File: config.mk
export PLATFORM = sky130hd
export DESIGN_NAME = c1_csum_ctrl_flat
export DESIGN_NICKNAME = d
export VERILOG_FILES = /design/src/rtl/c1_csum_ctrl_if.sv /design/src/rtl/c1_csum_ctrl.sv /design/src/flat_wrapper.sv
export SDC_FILE = /design/constraint.sdc
export NUM_CORES = 1
export LEC_CHECK = 0
export ABC_AREA = 1
export CELL_PAD_IN_SITES_DETAIL_PLACEMENT = 0
export CELL_PAD_IN_SITES_GLOBAL_PLACEMENT = 2
export CORE_MARGIN = 2
export CORE_UTILIZATION = 23
export CTS_CLUSTER_SIZE = 10
export DETAILED_ROUTE_END_ITERATION = 8
export PLACE_DENSITY = 0.75
export RECOVER_POWER = 50
export SLEW_MARGIN = 40
export SYNTH_ARGS = -nofsm -noshare
export SYNTH_HDL_FRONTEND = slang
export SYNTH_SLANG_ARGS = --single-unit
File: constraint.sdc
create_clock -name clk -period 1.85 [get_ports clk]
set_input_delay 0.185 -clock clk [delete_from_list [all_inputs] [get_ports clk]]
set_output_delay 0.185 -clock clk [all_outputs]
set_load 0.02 [all_outputs]
File: src/rtl/c1_csum_ctrl_if.sv
// Word-source / result-consumer handshake bundle for the one's-complement checksum controller.
interface c1_csum_ctrl_if #(
    parameter int W  = 4,
    parameter int CW = 8
);
    logic          in_valid;
    logic          in_ready;
    logic [W-1:0]  in_data;
    logic          in_last;
    logic          chk_mode;
    logic          out_valid;
    logic          out_ready;
    logic [W-1:0]  out_sum;
    logic          out_ok;
    logic [CW-1:0] out_cnt;

    modport master (
        output in_valid, in_data, in_last, chk_mode, out_ready,
        input  in_ready, out_valid, out_sum, out_ok, out_cnt
    );

    modport slave (
        input  in_valid, in_data, in_last, chk_mode, out_ready,
        output in_ready, out_valid, out_sum, out_ok, out_cnt
    );
endinterface

File: src/rtl/c1_csum_ctrl.sv
// Streams words through an end-around-carry adder and presents a per-packet
// one's-complement checksum (generate) or a raw sum with a good-packet flag (check).
module c1_csum_ctrl #(
    parameter int W  = 4,
    parameter int CW = 8
) (
    input  logic           clk,
    input  logic           rst,
    c1_csum_ctrl_if.slave  bus
);
    typedef enum logic [1:0] {IDLE, ACC, RESULT} state_t;

    localparam logic [CW-1:0] CNT_ONE = {{(CW-1){1'b0}}, 1'b1};
    localparam logic [CW-1:0] CNT_MAX = {CW{1'b1}};

    state_t        state;
    state_t        state_next;
    logic [W-1:0]  acc;
    logic [CW-1:0] cnt;
    logic          mode;
    logic          acc_en;
    logic          res_hs;
    logic [W:0]    s;
    logic [W-1:0]  acc_next;

    assign acc_en   = bus.in_valid & bus.in_ready;
    assign res_hs   = bus.out_valid & bus.out_ready;
    assign s        = {1'b0, acc} + {1'b0, bus.in_data};
    // Folding the carry back in cannot overflow: the largest s is 2^(W+1)-2.
    assign acc_next = s[W-1:0] + {{(W-1){1'b0}}, s[W]};

    always_ff @(posedge clk) begin
        if (rst) begin
            state <= IDLE;
        end else begin
            state <= state_next;
        end
    end

    always_comb begin
        state_next = state;
        case (state)
            IDLE:    if (acc_en) state_next = bus.in_last ? RESULT : ACC;
            ACC:     if (acc_en && bus.in_last) state_next = RESULT;
            RESULT:  if (res_hs) state_next = IDLE;
            default: state_next = IDLE;
        endcase
    end

    always_comb begin
        bus.in_ready  = (state != RESULT);
        bus.out_valid = (state == RESULT);
        bus.out_sum   = mode ? acc : ~acc;
        bus.out_ok    = mode & (acc == {W{1'b1}});
        bus.out_cnt   = cnt;
    end

    // The first word of a packet latches the mode and restarts the sum from zero.
    always_ff @(posedge clk) begin
        if (rst) begin
            acc  <= '0;
            cnt  <= '0;
            mode <= 1'b0;
        end else begin
            case (state)
                IDLE: begin
                    if (acc_en) begin
                        mode <= bus.chk_mode;
                        acc  <= bus.in_data;
                        cnt  <= CNT_ONE;
                    end
                end
                ACC: begin
                    if (acc_en) begin
                        acc <= acc_next;
                        if (cnt != CNT_MAX) begin
                            cnt <= cnt + CNT_ONE;
                        end
                    end
                end
                RESULT: begin
                    if (res_hs) begin
                        acc <= '0;
                        cnt <= '0;
                    end
                end
                default: begin
                    acc <= '0;
                    cnt <= '0;
                end
            endcase
        end
    end
endmodule

File: src/flat_wrapper.sv
// flat-port wrapper written by rule: the top's interface ports become plain ports
module c1_csum_ctrl_flat 
#(
    parameter int W  = 4,
    parameter int CW = 8
)
  (clk, rst, bus_in_valid, bus_in_data, bus_in_last, bus_chk_mode, bus_out_ready, bus_in_ready, bus_out_valid, bus_out_sum, bus_out_ok, bus_out_cnt);
  c1_csum_ctrl_if #(.W(W), .CW(CW)) bus_i ();
  input  logic clk;
  input  logic rst;
  input wire logic [$bits(bus_i.in_valid)-1:0] bus_in_valid;
  input wire logic [$bits(bus_i.in_data)-1:0] bus_in_data;
  input wire logic [$bits(bus_i.in_last)-1:0] bus_in_last;
  input wire logic [$bits(bus_i.chk_mode)-1:0] bus_chk_mode;
  input wire logic [$bits(bus_i.out_ready)-1:0] bus_out_ready;
  output wire logic [$bits(bus_i.in_ready)-1:0] bus_in_ready;
  output wire logic [$bits(bus_i.out_valid)-1:0] bus_out_valid;
  output wire logic [$bits(bus_i.out_sum)-1:0] bus_out_sum;
  output wire logic [$bits(bus_i.out_ok)-1:0] bus_out_ok;
  output wire logic [$bits(bus_i.out_cnt)-1:0] bus_out_cnt;
  assign bus_i.in_valid = bus_in_valid;
  assign bus_i.in_data = bus_in_data;
  assign bus_i.in_last = bus_in_last;
  assign bus_i.chk_mode = bus_chk_mode;
  assign bus_i.out_ready = bus_out_ready;
  assign bus_in_ready = bus_i.in_ready;
  assign bus_out_valid = bus_i.out_valid;
  assign bus_out_sum = bus_i.out_sum;
  assign bus_out_ok = bus_i.out_ok;
  assign bus_out_cnt = bus_i.out_cnt;
  c1_csum_ctrl #(.W(W), .CW(CW)) u_core (.clk(clk), .rst(rst), .bus(bus_i));
endmodule
==> results of run 1 <==
==> power by group <==
| part | internal, W | total, W | switching (W) |
|---|---|---|---|
| combinational | 0.000176 | 0.000374 | 0.000198 |
| sequential | 0.000343 | 0.000367 | 0.0000237 |
| clock | 0.000152 | 0.000266 | 0.000114 |
==> kinds of logic after synthesis <==
logic type / after synthesis / share of synthesized area
AO/OA/AOI/OAI: 28 / 0.1434
XOR/XNOR: 6 / 0.04895
adder cells (fa/ha/maj): 8 / 0.1002
buffers and inverters: 31 / 0.1154
flip-flops: 15 / 0.2797
AND/OR/NAND/NOR: 74 / 0.3123
==> worst reg2reg max path, cell delays in order, from the launching register on <==
cell and delay, ns:
dfxtp_2 0.36, ha_4 0.14, inv_2 0.03, fa_2 0.34, inv_2 0.07, a21oi_2 0.04, o21bai_1 0.15, ha_2 0.21
nand2_2 0.06, nor2_4 0.11, inv_1 0.05, nand3_1 0.06, nand3_1 0.06, a21oi_1 0.13
==> cell usage in the layout (no fill, tap or decap), types with 2 or more instances in the layout <==
cell             synthesis  routed
a21oi_1                 15      14
a31oi_1                  2       2
buf_4                    0      16
clkbuf_8                 0       3
clkdlybuf4s50_1          0      15
dfxtp_1                 15      13
dfxtp_2                  0       2
dlygate4sd3_1            0       8
ha_1                     7       5
inv_1                   26      23
inv_2                    1       4
nand2_1                 29      28
nand2_2                  1       3
nand3_1                 19      19
nand3_2                  2       2
nand4_1                  2       2
nor2_1                  17      17
o21ai_0                  7       7
xnor2_1                  5       5
==> area by class of cell <==
type / instances / area share
Multi-Input combinational cell: 116 / 0.4311
Timing Repair Buffer: 40 / 0.2300
Sequential cell: 15 / 0.1939
Inverter: 29 / 0.07452
Tap cell: 52 / 0.04167
Clock buffer: 4 / 0.02885
==> cells in the mapped netlist (all sizes together) <==
master / n
a21oi: 15
a31oi: 2
buf: 1
clkbuf: 1
dfxtp: 15
fa: 1
ha: 7
inv: 29
nand2: 31
nand3: 21
nand4: 2
nor2: 19
nor3: 1
o211ai: 1
o21ai: 8
o21bai: 1
o31ai: 1
xnor2: 5
xor2: 1
==> worst paths after layout <==
| check | slack [ns] | startpoint | endpoint | cells after the start |
|---|---|---|---|---|
| max | -0.03 | u_core.acc[0] | u_core.acc[3] | 13 |
| min | 0.40 | bus_in_data[0] | u_core.acc[0] | 3 |
| max reg2reg | -0.03 | u_core.acc[0] | u_core.acc[3] | 13 |
| min reg2reg | 0.51 | u_core.bus.out_cnt[4] | u_core.bus.out_cnt[4] | 2 |
==> through the flow <==
step	instance area, µm²	instances	utilization	setup TNS (ns)
CTS	1560	256	0.3535	-0.08454
global route	1562	256	0.3537	-0.3371
floorplan	1077	162	-	0
finish	1562	256	0.3537	-0.02846
detailed placement	1488	251	0.3370	-1.515
global placement	1488	251	0.3370	-1.303
==> sequential cells by signal, summed over array words and instances, names as in the netlist <==
| name | flops |
|---|---|
| u_core.mode | 1 |
| u_core.bus.out_cnt | 8 |
| u_core.state | 2 |
| u_core.acc | 4 |
==> repair_timing <==
item,in CTS,in global routing
gates resized for setup,8,4
setup endpoints to repair,3,5
pin swaps,8,6
buffers inserted,1,0
==> layer usage <==
layer	up-vias	part of all wire
met2	21	0.45
met3	4	0.027
met5	-	0
met4	0	0.018
li1	608	-
met1	520	0.50
==> flow_metrics.py, run 1 <==
metrics = {
    "sta": {
        "report.final.slew_viol_count": 0,
        "worst-slew-pin-transition_ns": 0.5446,
        "max_freq_mhz": 532.4,
        "fin_skew_ns": 0.003498,
        "setup_viol": 1,
        "hold_ws_ns": 0.4027,
        "period_needed_ns": 1.878,
        "rsz0062_at_grt": "true",
        "finalWorstSetupSlack_ns": -0.02846,
        "post-route-period-util": 1.015,
        "slew-limit-headroom": 0.6356,
        "hold_violations": 0,
    },
    "cells_and_area": {
        "n_fill_cell": 460,
        "area_growth_pct": 45.45,
        "n_antenna_cell": 0,
        "multi_input_area_um2": 673.1,
        "nets": 223,
        "seq_area_um2": 302.8,
        "drive_above_1_share": 0.1912,
    },
    "place": {
        "gp_congestion": 0.8279,
        "dp_hpwl_um": 2362,
        "portBuffers": 24,
        "place_ws_ns": -0.4822,
    },
    "critical_path": {
        "worst_setup_path_start_kind": "flop",
        "critical_path_class": "reg2reg",
        "critPathArrivalTime_ns": 2.06,
        "crit_chain": "ha_4, inv_2, fa_2, inv_2, a21oi_2, o21bai_1, ha_2, nand2_2, nor2_4, inv_1, nand3_1, nand3_1, a21oi_1",
        "cpPeakStageDelay_ns": 0.36,
        "slowest_stage": "dfxtp_2",
        "critPathTopFamily": "adder cells",
        "worstPathRequired_ns": 2.03,
        "crit_buf_inv": 3,
        "cp_max_fo": 2,
        "cp-end-kind": "flop",
    },
    "die": {
        "core_um2": 4414,
        "die_area_um2": 5230,
        "io_pins": 25,
        "initial_utilization": 0.2432,
        "fp.dieW_um": 72.32,
        "rows": 24,
        "die_h_um": 72.32,
    },
    "synthesis": {
        "synth-warning-count": 0,
        "synth_largest_area_cell": "dfxtp_1",
        "synthesis.area_um2": 1074,
        "synthTopCellsByArea": "dfxtp_1, nand2_1, inv_1",
        "synth_cell_types": 27,
        "syn_avg_cell_area_um2": 6.627,
        "synth-seq-cells": 15,
        "syn-num-nets": 180,
        "syn_inst": 162,
        "synth_seq_area_share": 0.2797,
        "synth_top_cell_area_share": 0.2797,
    },
    "global_route": {
        "grt_pass1_wl_um": 5195,
        "grt_antenna_before_repair": 0,
        "grt_max_degree": 11,
        "grtUsageMet3": 0.02083,
        "use_met2": 0.1988,
        "grt_util_met1": 0.1737,
        "gr-total-overflow": 0,
        "grt_use_total": 0.1259,
        "grt_pass1_vias": 1149,
        "top_usage_layer": "met2",
    },
    "job": {
        "cap_violations": 0,
    },
    "clock_network": {
        "path_clk_slew_ns": 0.06,
        "ctsLongestPathBuffers": 2,
        "clk_latency_ns": 0.25,
        "cts-hold-fix-buffers": 0,
        "cts_tree": "built",
        "cts_buffers": 3,
        "cts_sinks": 15,
        "root_buffer": "clkbuf_8",
        "cts_htree_levels": 1,
    },
    "power": {
        "power_w": 0.001007,
        "vdd_drop_max_mv": 0.3140,
        "powerDensity_nw_per_um2": 644.6,
        "p_leak_nw": 0.6820,
    },
    "run_status": {
        "violations": "setup timing",
        "status": "finished with violations",
    },
    "drt": {
        "drtIter0Drc": 27,
        "num_vias": 1153,
        "wl_per_cell_um": 11.76,
        "dr.pass1.iters": 4,
        "ant_nets": 0,
        "drcViolationCount": 0,
        "viasPerCell": 4.504,
        "wl_um": 3010,
    },
    "worst_hold_path": {
        "hp-class": "in2reg",
    },
}
No activity file was read; power rests on OpenSTA's default activity.
==> run 2, diff against run 1 <==
SETUP_SLACK_MARGIN = 0.5   (was unset)
==> run 2 against run 1 <==
Effect of this change: the run still ends with setup timing left; critical path type unchanged; wire length increased by 1.5%; count of clock-buffer cells in the layout unchanged; non-clock buffer count unchanged; first-iteration DRC count increased to 3.0 times the previous value; design area increased by 1.7%; largest power group is now sequential cells.
==> flow_metrics.py, run 2 (synthesized netlist as in run 1, its figures left out) <==
metrics = {
    "global_route": {
        "grt_pass1_wl_um": 5202,
        "gr-total-overflow": 0,
        "grt_use_total": 0.1259,
        "grt_pass1_vias": 1129,
        "grt_antenna_before_repair": 0,
        "grt_max_degree": 12,
    },
    "power": {
        "share_seq_of_total_power": 0.366,
        "pwr-share-comb": 0.358,
        "power_frac_clock": 0.276,
        "switching_share": 0.3471,
        "powerDensity_nw_per_um2": 633.7,
        "p_leak_nw": 0.7119,
        "internal_power_w": 0.0006569,
        "power_w": 0.001006,
        "switching_power_w": 0.0003493,
        "vdd_drop_max_mv": 0.2006,
    },
    "drt": {
        "drcViolationCount": 0,
        "wl_per_cell_um": 11.89,
        "num_vias": 1164,
        "dr.pass1.iters": 4,
        "viasPerCell": 4.529,
        "ant_nets": 0,
        "wl_um": 3056,
        "drtIter0Drc": 82,
    },
    "die": {
        "fp.dieW_um": 72.32,
        "die_h_um": 72.32,
        "rows": 24,
        "initial_utilization": 0.2432,
        "core_um2": 4414,
        "io_pins": 25,
        "die_area_um2": 5230,
    },
    "clock_network": {
        "cts_htree_levels": 1,
        "ctsLongestPathBuffers": 2,
        "cts_tree": "built",
        "cts_buffers": 3,
        "cts_sinks": 15,
        "root_buffer": "clkbuf_8",
        "path_clk_slew_ns": 0.06,
        "cts-hold-fix-buffers": 0,
        "clk_latency_ns": 0.25,
    },
    "critical_path": {
        "cp-end-kind": "flop",
        "worstPathRequired_ns": 2.04,
        "critical_path_class": "reg2reg",
        "critPathTopFamily": "adder cells",
        "cpPeakStageDelay_ns": 0.35,
        "slowest_stage": "dfxtp_2",
        "worst_setup_path_start_kind": "flop",
        "crit_buf_inv": 3,
        "critPathArrivalTime_ns": 2.09,
        "cp_max_fo": 2,
        "crit_chain": "ha_4, inv_2, fa_2, inv_2, a21oi_2, o21bai_1, ha_2, nand2_1, nor2_2, inv_1, nand3_2, nand3_2, a21oi_2",
    },
    "sta": {
        "slew-limit-headroom": 0.7078,
        "period_needed_ns": 1.900,
        "worst-slew-pin-transition_ns": 0.4367,
        "hold_ws_ns": 0.3916,
        "post-route-period-util": 1.027,
        "max_freq_mhz": 526.4,
        "hold_violations": 0,
        "setup_viol": 2,
        "report.final.slew_viol_count": 0,
        "setup-tns-final_ns": -0.05598,
        "finalWorstSetupSlack_ns": -0.04970,
        "rsz0062_at_grt": "true",
        "fin_skew_ns": 0.002629,
    },
    "job": {
        "cap_violations": 0,
    },
    "cells_and_area": {
        "fin_util": 0.3597,
        "nets": 224,
        "drive_above_1_share": 0.2585,
        "final_cell_mix": "nand2_1, inv_1, nand3_1, buf_4, nor2_1",
        "largest_register_ffs": 8,
        "area_growth_pct": 47.90,
        "n_fill_cell": 470,
        "n_antenna_cell": 0,
        "final_common_cell": "nand2_1",
    },
    "place": {
        "place_ws_ns": -0.5107,
        "gp_congestion": 0.8201,
        "dp_hpwl_um": 2400,
        "portBuffers": 24,
    },
    "run_status": {
        "status": "finished with violations",
        "violations": "setup timing",
    },
    "worst_hold_path": {
        "hp-class": "in2reg",
    },
}
[run 2: cell types whose count changed in the layout (fill, tap and decap cells not counted), sizes merged, moves of 2 or more]
cell | previous run | this run
dlygate4sd3 | 8 | 0
dlygate4sd2 | 1 | 9
buf | 16 | 19
clkdlybuf4s50 | 15 | 7
clkbuf | 4 | 6
clkdlybuf4s15 | 0 | 2
[run 2: what timing repair did]
item                                    CTS  global route
resized for setup                        35            16
pin swaps                                 4             4
endpoints found under the setup margin   27            18
buffers inserted                          2             3
gates cloned                              1             0
[run 2: cell type report]
cell class	instances	area [µm²]	share of cell area
Sequential cell	15	310.3	0.1954
Clock buffer	4	45.04	0.02837
Multi-Input combinational cell	117	715.7	0.4507
Inverter	29	116.4	0.07329
Timing Repair Buffer	40	335.3	0.2112
Tap cell	52	65.06	0.04098
[run 2: per-layer routing]
metal / global-route usage / share of wire / vias to the layer above
met3: 0.01806 / 0.020 / 4
met5: 0 / 0 / -
met2: 0.2130 / 0.49 / 13
met1: 0.1646 / 0.48 / 538
met4: 0.03983 / 0.0079 / 0
li1: - / - / 609
[run 2: final timing paths]
path	from	to	slack [ns]	depth (start not counted)
worst min-delay path	bus_in_data[1]	u_core.acc[1]	0.39	4
worst max register to register	u_core.acc[0]	u_core.acc[3]	-0.05	13
worst max-delay path	u_core.acc[0]	u_core.acc[3]	-0.05	13
worst min register to register	u_core.bus.out_cnt[4]	u_core.bus.out_cnt[4]	0.52	2
[run 2: power groups by stage]
stage	Sequential (W)	Combinational, W	Clock (W)
4_1_cts	0.000367	0.000347	0.000285
3_5_place_dp	0.000378	0.000347	0
3_3_place_gp	0.000379	0.000346	0
5_1_grt	0.000371	0.000401	0.000300
2_1_floorplan	0.000374	0.000195	0
6_report	0.000368	0.000360	0.000278
[run 2: metrics by stage]
stage | instance area, µm² | std cells
after detailed placement | 1496 | 247
after CTS | 1558 | 254
after floorplan | 1116 | 162
final | 1588 | 257
after global placement | 1496 | 247
after global routing | 1588 | 257
[run 2: tightest hold or removal path, delay by kind of cell]
| kind | cells | cell delay [ns] |
|---|---|---|
| buffers and inverters | 2 | 0.28 |
| AOI/OAI and AO/OA | 1 | 0.07 |
| and+or+nand+nor | 1 | 0.06 |
